File: src/rtl/sr_cmd_ctrl.sv
// Command front end for sr_ff: synchronises, debounces and edge-detects the set/clear request
// lines, then serialises them into one-cycle s/r pulses that are never asserted together.
module sr_cmd_ctrl #(
    parameter int unsigned DEB_CYCLES  = 4,
    parameter int unsigned HOLD_CYCLES = 2,
    parameter int unsigned CNT_W       = 8
) (
    input  logic clk,
    input  logic rst_n,
    input  logic set_req,
    input  logic clr_req,
    output logic s,
    output logic r,
    output logic busy,
    output logic conflict,
    output logic q_model
);

    typedef enum logic [3:0] {
        ST_IDLE = 4'b0001,
        ST_SET  = 4'b0010,
        ST_CLR  = 4'b0100,
        ST_HOLD = 4'b1000
    } state_e;

    localparam logic [CNT_W-1:0] DEB_LIM   = CNT_W'(DEB_CYCLES);
    localparam logic [CNT_W-1:0] HOLD_LAST = (HOLD_CYCLES == 0) ? '0 : CNT_W'(HOLD_CYCLES - 1);
    localparam logic [CNT_W-1:0] CNT_ONE   = CNT_W'(1);

    // Index 0 is the set channel, index 1 the clear channel throughout.
    logic [1:0]            req_s;
    logic [1:0]            sync1_q;
    logic [1:0]            sync2_q;
    logic [1:0]            lvl_q;
    logic [1:0]            lvl_d;
    logic [1:0][CNT_W-1:0] deb_cnt_q;
    logic [1:0][CNT_W-1:0] deb_cnt_d;
    logic [1:0]            rise_s;
    logic [1:0]            pend_q;
    logic [1:0]            pend_d;
    logic [1:0]            consume_s;
    state_e                state_q;
    state_e                state_d;
    logic [CNT_W-1:0]      hold_cnt_q;
    logic [CNT_W-1:0]      hold_cnt_d;
    logic                  q_model_q;
    logic                  q_model_d;
    logic                  conflict_s;

    assign req_s = {clr_req, set_req};

    // Debounce: a level only moves after DEB_CYCLES consecutive disagreeing samples.
    always_comb begin
        lvl_d     = lvl_q;
        deb_cnt_d = deb_cnt_q;
        rise_s    = 2'b00;
        for (int i = 0; i < 2; i++) begin
            if (sync2_q[i] != lvl_q[i]) begin
                if ((deb_cnt_q[i] + CNT_ONE) == DEB_LIM) begin
                    lvl_d[i]     = sync2_q[i];
                    deb_cnt_d[i] = '0;
                    rise_s[i]    = sync2_q[i];
                end else begin
                    deb_cnt_d[i] = deb_cnt_q[i] + CNT_ONE;
                end
            end else begin
                deb_cnt_d[i] = '0;
            end
        end
    end

    // Pending events: consumed by the FSM, re-armed by a debounced rise (rises merge, never queue).
    always_comb begin
        pend_d = (pend_q & ~consume_s) | rise_s;
    end

    // Synchroniser, debounce and pending registers.
    always_ff @(posedge clk or negedge rst_n) begin
        if (!rst_n) begin
            sync1_q   <= 2'b00;
            sync2_q   <= 2'b00;
            lvl_q     <= 2'b00;
            deb_cnt_q <= '0;
            pend_q    <= 2'b00;
        end else begin
            sync1_q   <= req_s;
            sync2_q   <= sync1_q;
            lvl_q     <= lvl_d;
            deb_cnt_q <= deb_cnt_d;
            pend_q    <= pend_d;
        end
    end

    // Arbitration FSM: next state, holdoff counter, event consumption and flop-state model.
    always_comb begin
        state_d    = state_q;
        hold_cnt_d = hold_cnt_q;
        consume_s  = 2'b00;
        conflict_s = 1'b0;
        q_model_d  = q_model_q;
        case (state_q)
            ST_IDLE: begin
                hold_cnt_d = '0;
                if (pend_q == 2'b11) begin
                    conflict_s = 1'b1;
                    consume_s  = 2'b11;
                    if (HOLD_CYCLES == 0) begin
                        state_d = ST_IDLE;
                    end else begin
                        state_d = ST_HOLD;
                    end
                end else if (pend_q[0]) begin
                    consume_s = 2'b01;
                    state_d   = ST_SET;
                end else if (pend_q[1]) begin
                    consume_s = 2'b10;
                    state_d   = ST_CLR;
                end else begin
                    state_d = ST_IDLE;
                end
            end
            ST_SET, ST_CLR: begin
                hold_cnt_d = '0;
                q_model_d  = (state_q == ST_SET) ? 1'b1 : 1'b0;
                if (HOLD_CYCLES == 0) begin
                    state_d = ST_IDLE;
                end else begin
                    state_d = ST_HOLD;
                end
            end
            ST_HOLD: begin
                if (hold_cnt_q == HOLD_LAST) begin
                    hold_cnt_d = '0;
                    state_d    = ST_IDLE;
                end else begin
                    hold_cnt_d = hold_cnt_q + CNT_ONE;
                end
            end
            default: begin
                hold_cnt_d = '0;
                state_d    = ST_IDLE;
            end
        endcase
    end

    // FSM state, holdoff counter and q_model registers.
    always_ff @(posedge clk or negedge rst_n) begin
        if (!rst_n) begin
            state_q    <= ST_IDLE;
            hold_cnt_q <= '0;
            q_model_q  <= 1'b0;
        end else begin
            state_q    <= state_d;
            hold_cnt_q <= hold_cnt_d;
            q_model_q  <= q_model_d;
        end
    end

    // Outputs decode flops only, so s and r cannot glitch and are mutually exclusive by encoding.
    assign s        = (state_q == ST_SET);
    assign r        = (state_q == ST_CLR);
    assign busy     = (state_q != ST_IDLE);
    assign conflict = conflict_s;
    assign q_model  = q_model_q;

endmodule

File: config.mk
export PLATFORM = sky130hd
export DESIGN_NAME = sr_cmd_ctrl
export DESIGN_NICKNAME = d
export VERILOG_FILES = /design/src/rtl/sr_cmd_ctrl.sv
export SDC_FILE = /design/constraint.sdc
export NUM_CORES = 1
export LEC_CHECK = 0
export ABC_AREA = 1
export CORE_AREA = 5 5 85 87
export DETAILED_ROUTE_END_ITERATION = 10
export DIE_AREA = 0 0 90 92
export GPL_ROUTABILITY_DRIVEN = 0
export PLACE_DENSITY = 0.44
export SLEW_MARGIN = 5
export SYNTH_ARGS = -nofsm -noshare
export SYNTH_HDL_FRONTEND = slang
export SYNTH_SLANG_ARGS = --single-unit
File: constraint.sdc
create_clock -name clk -period 2.1 [get_ports clk]
set_input_delay 0.21 -clock clk [delete_from_list [all_inputs] [get_ports clk]]
set_output_delay 0.21 -clock clk [all_outputs]
set_load 0.005 [all_outputs]
==> key figures <==
Logic synthesis
  – Sequential-to-total area share from yosys stat: 0.5024
  – Synth Net Count: roughly 230
  – Mapped Cells: approximately 220
  – Mean Syn Cell Area: 8.239 sq um
  – Syn Std Cell Area: around 0.0018 sq mm
  – Syn. warnings: 0
  – FF+latch count, synth: 37
  – Yosys cell types: 25

STA
  – Hold WS: 0.2698 ns
  – Final hold vios: 0
  – Max transition margin: 0.7744
  – Pins Over Slew Limit: 0
  – Crit share post-route: 0.9003
  – TNS Setup: 0 ns
  – Final min period: 1.891 ns
  – Worst clock skew: between 0.007 and 0.008 ns
  – RSZ-0062 raised after global routing: false
  – Worst-margin pin slew: 0.3359 ns
  – Endpoints failing setup: 0
  – Fmax: between 500 and 600 MHz

CTS
  – Setup bufs post-CTS: 0
  – Worst-skew pair later-pin latency: between 0.2 and 0.3 ns
  – Root Buffer: clkbuf_8
  – CTS tree: built
  – Max Root-Sink Buffers: 2
  – Gates resized, CTS repair: 0
  – Total CTS buffers: 5
  – Reg clk slew, reported paths: roughly 0.07 ns
  – # H-tree levels: 2
  – TritonCTS Sinks: 37

Layout
  – Layout area overhead: 17.36%
  – Nets: 255
  – Share of layout cells above drive strength 1: 0.1382
  – Number of diodes: 0
  – Fillers: approximately 660

Detailed routing
  – Initial DRC count: 30
  – DRC errors left: 0
  – Post-DRT Antenna Nets: 0
  – Via Count: 1357
  – First drt pass iteration count: 4
  – Post-DR vias/cell: 4.201
  – Final WL: 3315 microns
  – Average wire per standard cell: a little over 10 microns

Floorplanning
  – Die ar.: 0.008280 sq mm
  – Core area: about 0.0063 sq mm
  – FP Rows: 29
  – Starting Density: 0.2940
  – Chip width: approximately 90 microns
  – Ports: 9
  – Die height: slightly above 90 microns

GRT
  – Total grt overflow: 0
  – Vias in the first global route: ~1400
  – GRT Util Overall: 0.09005
  – Global-route wire length before repair: between 6000 and 7000 microns
  – Largest net degree at the start of global routing: 21
  – Initial antenna violation count: 0

Outcome
  – Status: finished clean

Power
  – Leak: between 1 and 1.5 nW
  – Worst IR Drop VDD: roughly 0.0005 V
  – Pwr dens: roughly 800 mW/mm^2

Setup path
  – Critical path peak fanout: 3
  – Crit start category: register
  – Crit end category: primary output
  – Worst path required time: roughly 1.9 ns
  – CP Class: register to primary output
  – Crit path DAT: between 1.5 and 2 ns

Placed design
  – Number of I/O port buffers: 8
  – Hpwl dp: between 2000 and 3000 microns

Job
  – Max cap viols: 0

Worst hold path
  – Worst Hold Class: input port to async pin
flip-flops by register name, indices dropped and copies added (netlist names):
register	flops
deb_cnt_q	16
hold_cnt_q	8
lvl_q	2
pend_q	2
q_model	1
state_q	4
sync1_q	2
sync2_q	2
routing by layer:
layer	GRT usage	wire length [microns]	vias up
li1	-	-	742
met5	0	0	-
met3	0.02700	84	4
met4	0.02978	43	0
met1	0.1122	1635	600
met2	0.1494	1551	11
cells in the mapped netlist:
master,number,area (sq um)
nand2_1,48,180.2
dfrtp_1,36,900.9
inv_1,33,123.9
nor2_1,31,116.4
nand3_1,20,100.1
a21oi_1,10,50.05
ha_1,6,75.07
nand2_2,5,31.28
nand4_1,4,25.02
inv_2,3,11.26
nand3b_1,3,22.52
nor3_1,3,15.01
o21ai_1,3,15.01
nand3_2,2,20.02
nor2_2,2,12.51
nor2_4,2,22.52
nor3_2,2,20.02
or2_2,2,12.51
xnor2_1,2,17.52
xor2_1,2,17.52
a21o_1,1,7.510
dfstp_2,1,26.28
o21ai_2,1,8.760
o31ai_1,1,7.510
or2_1,1,6.260
where the power goes:
group	total (mW)	leakage, nW	switching [mW]	internal [mW]
registers	0.870	0.498	0.0796	0.790
clock network	0.541	0.0542	0.244	0.297
logic	0.333	0.513	0.180	0.153
final cells by class:
| type | count | area [sq um] | area share |
|---|---|---|---|
| Tap cell | 77 | 96.34 | 0.04448 |
| Multi-Input combinational cell | 151 | 783.3 | 0.3616 |
| Clock buffer | 7 | 96.34 | 0.04448 |
| Clock inverter | 1 | 5.005 | 0.002311 |
| Sequential cell | 37 | 927.1 | 0.4281 |
| Timing Repair Buffer | 14 | 122.6 | 0.05661 |
| Inverter | 36 | 135.1 | 0.06239 |
final timing paths:
path	startpoint	to	slack, ns	cells after the start
worst max-delay path	state_q[2]	s	0.21	4
worst min-delay path	rst_n	pend_q[1]	0.27	2
worst max register to register	deb_cnt_q[0]	deb_cnt_q[0]	0.55	9
worst min register to register	sync1_q[0]	sync2_q[0]	0.36	0
max in group asynchronous	rst_n	hold_cnt_q[6]	1.37	3
min in group clk	sync1_q[0]	sync2_q[0]	0.36	0
cells in the final DEF (no fill, tap or decap), types with 2 or more instances in the layout:
cell and n:
nand2_1 48, dfrtp_1 36, inv_1 33, nor2_1 31, nand3_1 20, a21oi_1 10
clkbuf_8 7, clkdlybuf4s50_1 7, ha_1 6, nand2_2 5, buf_4 5, nand4_1 4
inv_2 3, nand3b_1 3, o21ai_1 3, nor3_1 3, xnor2_1 2, nor2_2 2
or2_2 2, nand3_2 2, nor2_4 2, nor3_2 2, xor2_1 2
logic make-up (layout without fill, tap and decap cells):
group / Yosys count / in the layout / share of synthesized area
compound gates: 16 / 16 / 0.04814
xor+xnor: 4 / 4 / 0.01899
fa+ha+maj: 6 / 6 / 0.04068
buf+inv: 36 / 58 / 0.07322
flops: 37 / 37 / 0.5024
simple gates: 125 / 125 / 0.3166
critical path, cell delays in order (launching register included):
cell and delay, ns:
dfrtp_1 0.42, inv_2 0.08, nand2_1 0.06, nor3_1 0.28, clkdlybuf4s50_1 0.57
metrics by stage:
stage | setup WS (ns) | instances | utilization | cell area, sq um | power, mW
4_1_cts | 0.1821 | 323 | 0.3450 | 2166 | 1.791
5_1_grt | 0.06829 | 323 | 0.3450 | 2166 | 1.892
6_report | 0.2093 | 323 | 0.3450 | 2166 | 1.744
3_3_place_gp | 0.5423 | 314 | 0.3273 | 2054 | 1.223
2_1_floorplan | 0.7248 | 224 | - | 1846 | 1.081
3_5_place_dp | 0.5097 | 314 | 0.3273 | 2054 | 1.223
timing repair:
item                                    in CTS  in global routing
hold endpoints to repair                    37                  0
hold buffers                                 1                  0
endpoints found under the setup margin       0                  0
Note: power is estimated with default switching activity, not from simulation.
